File: src/rtl/qoa_spi_frontend.sv
// qoa_spi_frontend: SPI mode-0 slave front-end, RX byte strobe and 16-bit sample TX for the QOA decoder
module qoa_spi_frontend #(
    parameter int SYNC_STAGES = 2
) (
    input  logic        sys_clk,
    input  logic        sys_rst,
    input  logic        spi_sck,
    input  logic        spi_cs_n,
    input  logic        spi_mosi,
    output logic        spi_miso,
    input  logic [15:0] tx_word,
    output logic [7:0]  rx_byte,
    output logic        data_rdy
);
    typedef enum logic [1:0] {IDLE, ARMED, SHIFT} tx_state_t;

    logic [SYNC_STAGES-1:0] sck_sync, cs_sync, mosi_sync;
    logic                   sck_prev, sck_s, cs_s, mosi_s;
    logic                   rise, fall, done, cmd;
    logic [2:0]             bit_cnt;
    logic [7:0]             rx_sr;
    logic [15:0]            tx_sr;
    logic [3:0]             tx_cnt;
    tx_state_t              state, state_next;

    assign sck_s  = sck_sync[SYNC_STAGES-1];
    assign cs_s   = cs_sync[SYNC_STAGES-1];
    assign mosi_s = mosi_sync[SYNC_STAGES-1];
    assign rise   = sck_s & ~sck_prev & ~cs_s;
    assign fall   = ~sck_s & sck_prev & ~cs_s;
    assign cmd    = data_rdy & rx_byte[7] & ~rx_byte[0];

    // pin synchronisers, preset to the idle bus state, plus the sck edge-detect copy
    always_ff @(posedge sys_clk or posedge sys_rst) begin
        if (sys_rst) begin
            sck_sync  <= '0;
            cs_sync   <= '1;
            mosi_sync <= '0;
            sck_prev  <= 1'b0;
        end else begin
            sck_sync  <= {sck_sync[SYNC_STAGES-2:0], spi_sck};
            cs_sync   <= {cs_sync[SYNC_STAGES-2:0], spi_cs_n};
            mosi_sync <= {mosi_sync[SYNC_STAGES-2:0], spi_mosi};
            sck_prev  <= sck_s;
        end
    end

    // receive shifter; a byte completes on the 8th rise and is published one cycle later
    always_ff @(posedge sys_clk or posedge sys_rst) begin
        if (sys_rst) begin
            rx_sr    <= '0;
            bit_cnt  <= '0;
            done     <= 1'b0;
            data_rdy <= 1'b0;
            rx_byte  <= '0;
        end else begin
            done     <= rise && bit_cnt == 3'd7;
            data_rdy <= done;
            if (done)
                rx_byte <= rx_sr;
            if (cs_s)
                bit_cnt <= '0;
            else if (rise) begin
                rx_sr   <= {rx_sr[6:0], mosi_s};
                bit_cnt <= bit_cnt + 3'd1;
            end
        end
    end

    // tx state register, sample shifter and registered miso
    always_ff @(posedge sys_clk or posedge sys_rst) begin
        if (sys_rst) begin
            state    <= IDLE;
            tx_sr    <= '0;
            tx_cnt   <= '0;
            spi_miso <= 1'b0;
        end else begin
            state <= state_next;
            if (state == ARMED && fall) begin
                tx_sr  <= tx_word;
                tx_cnt <= 4'd15;
            end else if (state == SHIFT && fall && tx_cnt != 4'd0) begin
                tx_sr  <= tx_sr << 1;
                tx_cnt <= tx_cnt - 4'd1;
            end
            spi_miso <= (state == SHIFT && !cs_s && !(fall && tx_cnt == 4'd0)) ? tx_sr[15] : 1'b0;
        end
    end

    // tx next state: cs release always wins, commands only accepted from idle
    always_comb begin
        state_next = cs_s                                   ? IDLE  :
                     (state == IDLE  && cmd)                ? ARMED :
                     (state == ARMED && fall)               ? SHIFT :
                     (state == SHIFT && fall && tx_cnt == 4'd0) ? IDLE :
                     state;
    end
endmodule

File: config.mk
export PLATFORM = sky130hd
export DESIGN_NAME = qoa_spi_frontend
export DESIGN_NICKNAME = d
export VERILOG_FILES = /design/src/rtl/qoa_spi_frontend.sv
export SDC_FILE = /design/constraint.sdc
export NUM_CORES = 1
export LEC_CHECK = 0
export BUFFER_PORTS_ARGS = -buffer_cell sky130_fd_sc_hd__buf_2
export CORE_UTILIZATION = 50
export CTS_BUF_LIST = sky130_fd_sc_hd__clkbuf_16
export CTS_CLUSTER_DIAMETER = 200
export CTS_CLUSTER_SIZE = 24
export DETAILED_ROUTE_END_ITERATION = 7
export GPL_TIMING_DRIVEN = 1
export PLACE_DENSITY = 0.71
export RECOVER_POWER = 50
export SKIP_LAST_GASP = 1
export SYNTH_ARGS = -nofsm -noshare
export SYNTH_HDL_FRONTEND = slang
export SYNTH_SLANG_ARGS = --single-unit
File: constraint.sdc
create_clock -name sys_clk -period 2.9 [get_ports sys_clk]
set_clock_uncertainty 0.05 [all_clocks]
set_input_delay 0 -clock sys_clk [delete_from_list [all_inputs] [get_ports sys_clk]]
set_output_delay 0 -clock sys_clk [all_outputs]
set_load 0.01 [all_outputs]
==> out/qor.txt <==
PWR
-----------------------------------------------------------------------------------
Leakage power summed over all cells                                         1.15 nW
Worst ir drop on vdd                                                       0.329 mV
Power density over the cells                                            577 nW/um^2
Overall power of the completed layout                                     0.00144 W

GLOBAL ROUTING
-----------------------------------------------------------------------------------
Total overflow reported by the global router                                      0
Vias in the first global route                                                 1450
Antenna violations before repair                                                  0
Wire length of the first global-routing pass                                6530 um
Largest net degree at the start of global routing                                52
All-Layer GR Usage                                                            19.8%

SYNTHESIS
-----------------------------------------------------------------------------------
Ys async rst share                                                             100%
Post-synth EDFFs                                                                  0
Number of distinct library cells after synthesis                                 33
Sequential area share after synthesis                                         59.0%
Gate Count Post-Synth                                                           167
Mean post-synth cell area                                                 13.0 um^2
Post-Synthesis Net Count                                                        192
Yosys synthesis warning count                                                     0
Summed instance area of the synthesized netlist                           2170 um^2
Most used flip-flop cell after synthesis                               sky130_fd_sc_hd__dfrtp_1
#FFs+latches synth                                                               51

DIE
-----------------------------------------------------------------------------------
Chip height                                                                 67.8 um
Effective utilization at floorplan                                            53.0%
Floorplan row count                                                              23
Area of the die                                                           4600 um^2
Std-Cell Core Area                                                        4090 um^2
Horiz. Die Dim                                                              67.8 um
Count of pins on the block boundary                                              31

CLOCK TREE
-----------------------------------------------------------------------------------
Max Buffers Root-to-Sink                                                          2
CTS tree                                                                        yes
Clock latency on the worst-skew pair                                        0.29 ns
Clock transition at the registers of the reported paths                     0.06 ns
Number of gates resized after cts                                                 0
TritonCTS buffer count                                                            5
Number of H-tree branching levels                                                 2
Buffers inserted by post-CTS timing repair                                        0
Clock sink count                                                                 51
Root buffer selected by CTS                                            sky130_fd_sc_hd__clkbuf_16

CRITICAL PATH
-----------------------------------------------------------------------------------
RR Startpoint                                                            cs_sync[1]
Largest fanout on the critical path                                              17
Nature of the critical path endpoint                                       register
Critical Setup Path Class                                                   reg2reg
Worst reg-to-reg setup slack                                                0.79 ns
Number of cells on the worst reg-to-reg path                                      4
Worst Setup Start Kind                                                     register
Arrival time of data at the critical path endpoint                          2.24 ns
Worst r2r dst                                                             tx_sr[15]
Data required time of the critical path                                     3.03 ns
Worst Setup SP                                                           cs_sync[1]
Timing endpoint of the critical path                                      tx_sr[15]

STA
-----------------------------------------------------------------------------------
Fmax achieved                                                               474 MHz
Count of pins over their slew limit                                              52
Worst slew pin tran                                                         1.85 ns
Total negative slack                                                           0 ns
Least setup slack across all paths after layout                            0.792 ns
Shortest clock period the worst path allows after layout                    2.11 ns
Total of endpoints with negative setup slack in the final report                  0
Max-Slew Margin vs Limit                                                     -23.3%
Final Hold Vio Count                                                              0
Unrepaired setup endpoints after global routing                                  no
Worst slack on hold paths                                               0.000619 ns
Fin crit share                                                                72.7%

PLACED DESIGN
-----------------------------------------------------------------------------------
Post-Place Worst Slack                                                     0.993 ns
Placed cell count                                                               239
Dpl hpwl                                                                    2590 um
Port Buf Inserts                                                                 30
Final weighted congestion of routability-driven global placement              0.862

CELLS AND AREA
-----------------------------------------------------------------------------------
Count of fill cells added during filler insertion                               338
Share of layout cells above drive strength 1                                  24.3%
Count of antenna diodes in the layout                                             0
Final-stage net count                                                           226
Count of placed standard cells in the final layout, fillers left out            252
Area growth syn-to-layout                                                     14.8%

JOB
-----------------------------------------------------------------------------------
Number of maximum-capacitance constraint violations                               1

ROUTING
-----------------------------------------------------------------------------------
Number of vias per cell after detailed routing                                 5.68
Overall via count from detail_route                                            1432
Count of antenna-violating nets left after detailed routing                       0
Final routed DRC violation total                                                  0
Average wire per cell in the routed design                                  15.3 um
Routed WL                                                                   3850 um
Initial DRC count                                                                89
Number of detailed-route iterations in the first pass                             4

STATUS
-----------------------------------------------------------------------------------
Violations in the final reports                                        max-capacitance violations, max-slew violations
Outcome                                                                finished, violations left

MIN PATH
-----------------------------------------------------------------------------------
Hold WC Path Type                                                            in2reg

==> critical path: stages (launching register included) <==
cell,delay [ns]
sky130_fd_sc_hd__dfstp_2,0.42
sky130_fd_sc_hd__nor3b_1,0.64
sky130_fd_sc_hd__nand3_2,0.44
sky130_fd_sc_hd__o22a_1,0.35
sky130_fd_sc_hd__o21a_1,0.10
==> report_power, final <==
group          switching, W  internal, W   total, W
Clock              0.000237     0.000313   0.000551
Sequential        0.0000337     0.000765   0.000798
Combinational     0.0000348    0.0000531  0.0000878
==> worst min-delay path by stage <==
| stage | cells past startpoint | end | start |
|---|---|---|---|
| after floorplan | 0 | cs_sync[0] | spi_cs_n |
| final | 3 | tx_sr[10] | tx_word[10] |
| after global placement | 1 | cs_sync[0] | spi_cs_n |
| after detailed placement | 1 | cs_sync[0] | spi_cs_n |
| after CTS | 3 | tx_sr[9] | tx_word[9] |
| after global routing | 3 | tx_sr[9] | tx_word[9] |
==> cells in the mapped netlist, drive strengths merged, types with 2 or more instances <==
library cell / n / share of area, %
o22a: 15 / 6.1
a31oi: 2 / 0.58
ha: 4 / 2.3
nor4: 3 / 1.2
mux2i: 3 / 1.4
mux2: 16 / 8.3
nand2: 6 / 1.0
dfrtp: 49 / 57
nand3: 4 / 1.4
nand2b: 2 / 0.58
a21oi: 6 / 1.9
nor2: 11 / 2.0
inv: 6 / 1.0
dfstp: 2 / 2.4
or3b: 2 / 0.81
nor3b: 2 / 1.2
clkbuf: 3 / 0.52
o21ai: 3 / 0.69
o21a: 17 / 5.9
buf: 5 / 2.0
==> state kept, by name, indices dropped and copies added, names as in the netlist <==
name and count:
bit_cnt 3, cs_sync 2, data_rdy 1, done 1, mosi_sync 2, rx_byte 8, rx_sr 8, sck_prev 1
sck_sync 2, spi_miso 1, state 2, tx_cnt 4, tx_sr 16
==> cell type report <==
type,instances,area [um^2],area share (%)
sequential,51,1280,51.4
multi-input combinational,102,797,32.0
timing repair buffer,35,188,7.54
clock buffer,5,125,5.03
tap,50,62.6,2.51
inverter,6,22.5,0.905
clock inverter,3,15.0,0.603
==> metrics by stage <==
stage	cell area, um^2	utilization [%]
2_1_floorplan	2170	-
3_3_place_gp	2320	56.9
3_5_place_dp	2320	56.9
4_1_cts	2510	61.5
5_1_grt	2490	60.9
6_report	2490	60.9
==> cell usage in the layout, fill, tap and decap left out, drive strengths merged <==
master       netlist  final
nor2              11     11
nand2              6      6
nor3b              2      2
clkinv             0      2
mux2              16     16
a21oi              6      6
clkbuf             3     15
a31oi              2      2
dlygate4sd3        0      5
nor4               3      3
nand3              4      4
dfrtp             49     49
and2b              1      1
dfstp              2      2
o21a              17     17
xor2               1      1
o21ai              3      3
nand2b             2      2
buf                5     20
nand3b             1      1
or3b               2      2
ha                 4      4
o22ai              1      1
o22a              15     15
nand4b             1      1
clkinvlp           0      1
and2               1      1
mux2i              3      3
inv                6      6
==> logic make-up after synthesis <==
logic type / synth area share (%)
xor+xnor: 0.404
fa+ha+maj: 2.31
buf+inv: 3.58
flops: 59.0
simple gates: 9.59
mux: 9.70
compound gates: 15.4
==> layer usage <==
metal	vias to the layer above	GRT usage (%)	routed length, um
li1	672	-	-
met1	706	22.4	1600
met2	40	33.8	1950
met3	14	5.17	183
met4	0	11.5	123
met5	-	0	0
==> repair_timing <==
| action | CTS | global route |
|---|---|---|
| hold endpoints to repair | 53 | 0 |
| hold buffers | 5 | 0 |
| endpoints found under the setup margin | 0 | 0 |
Power figures use the tool's default switching activity.
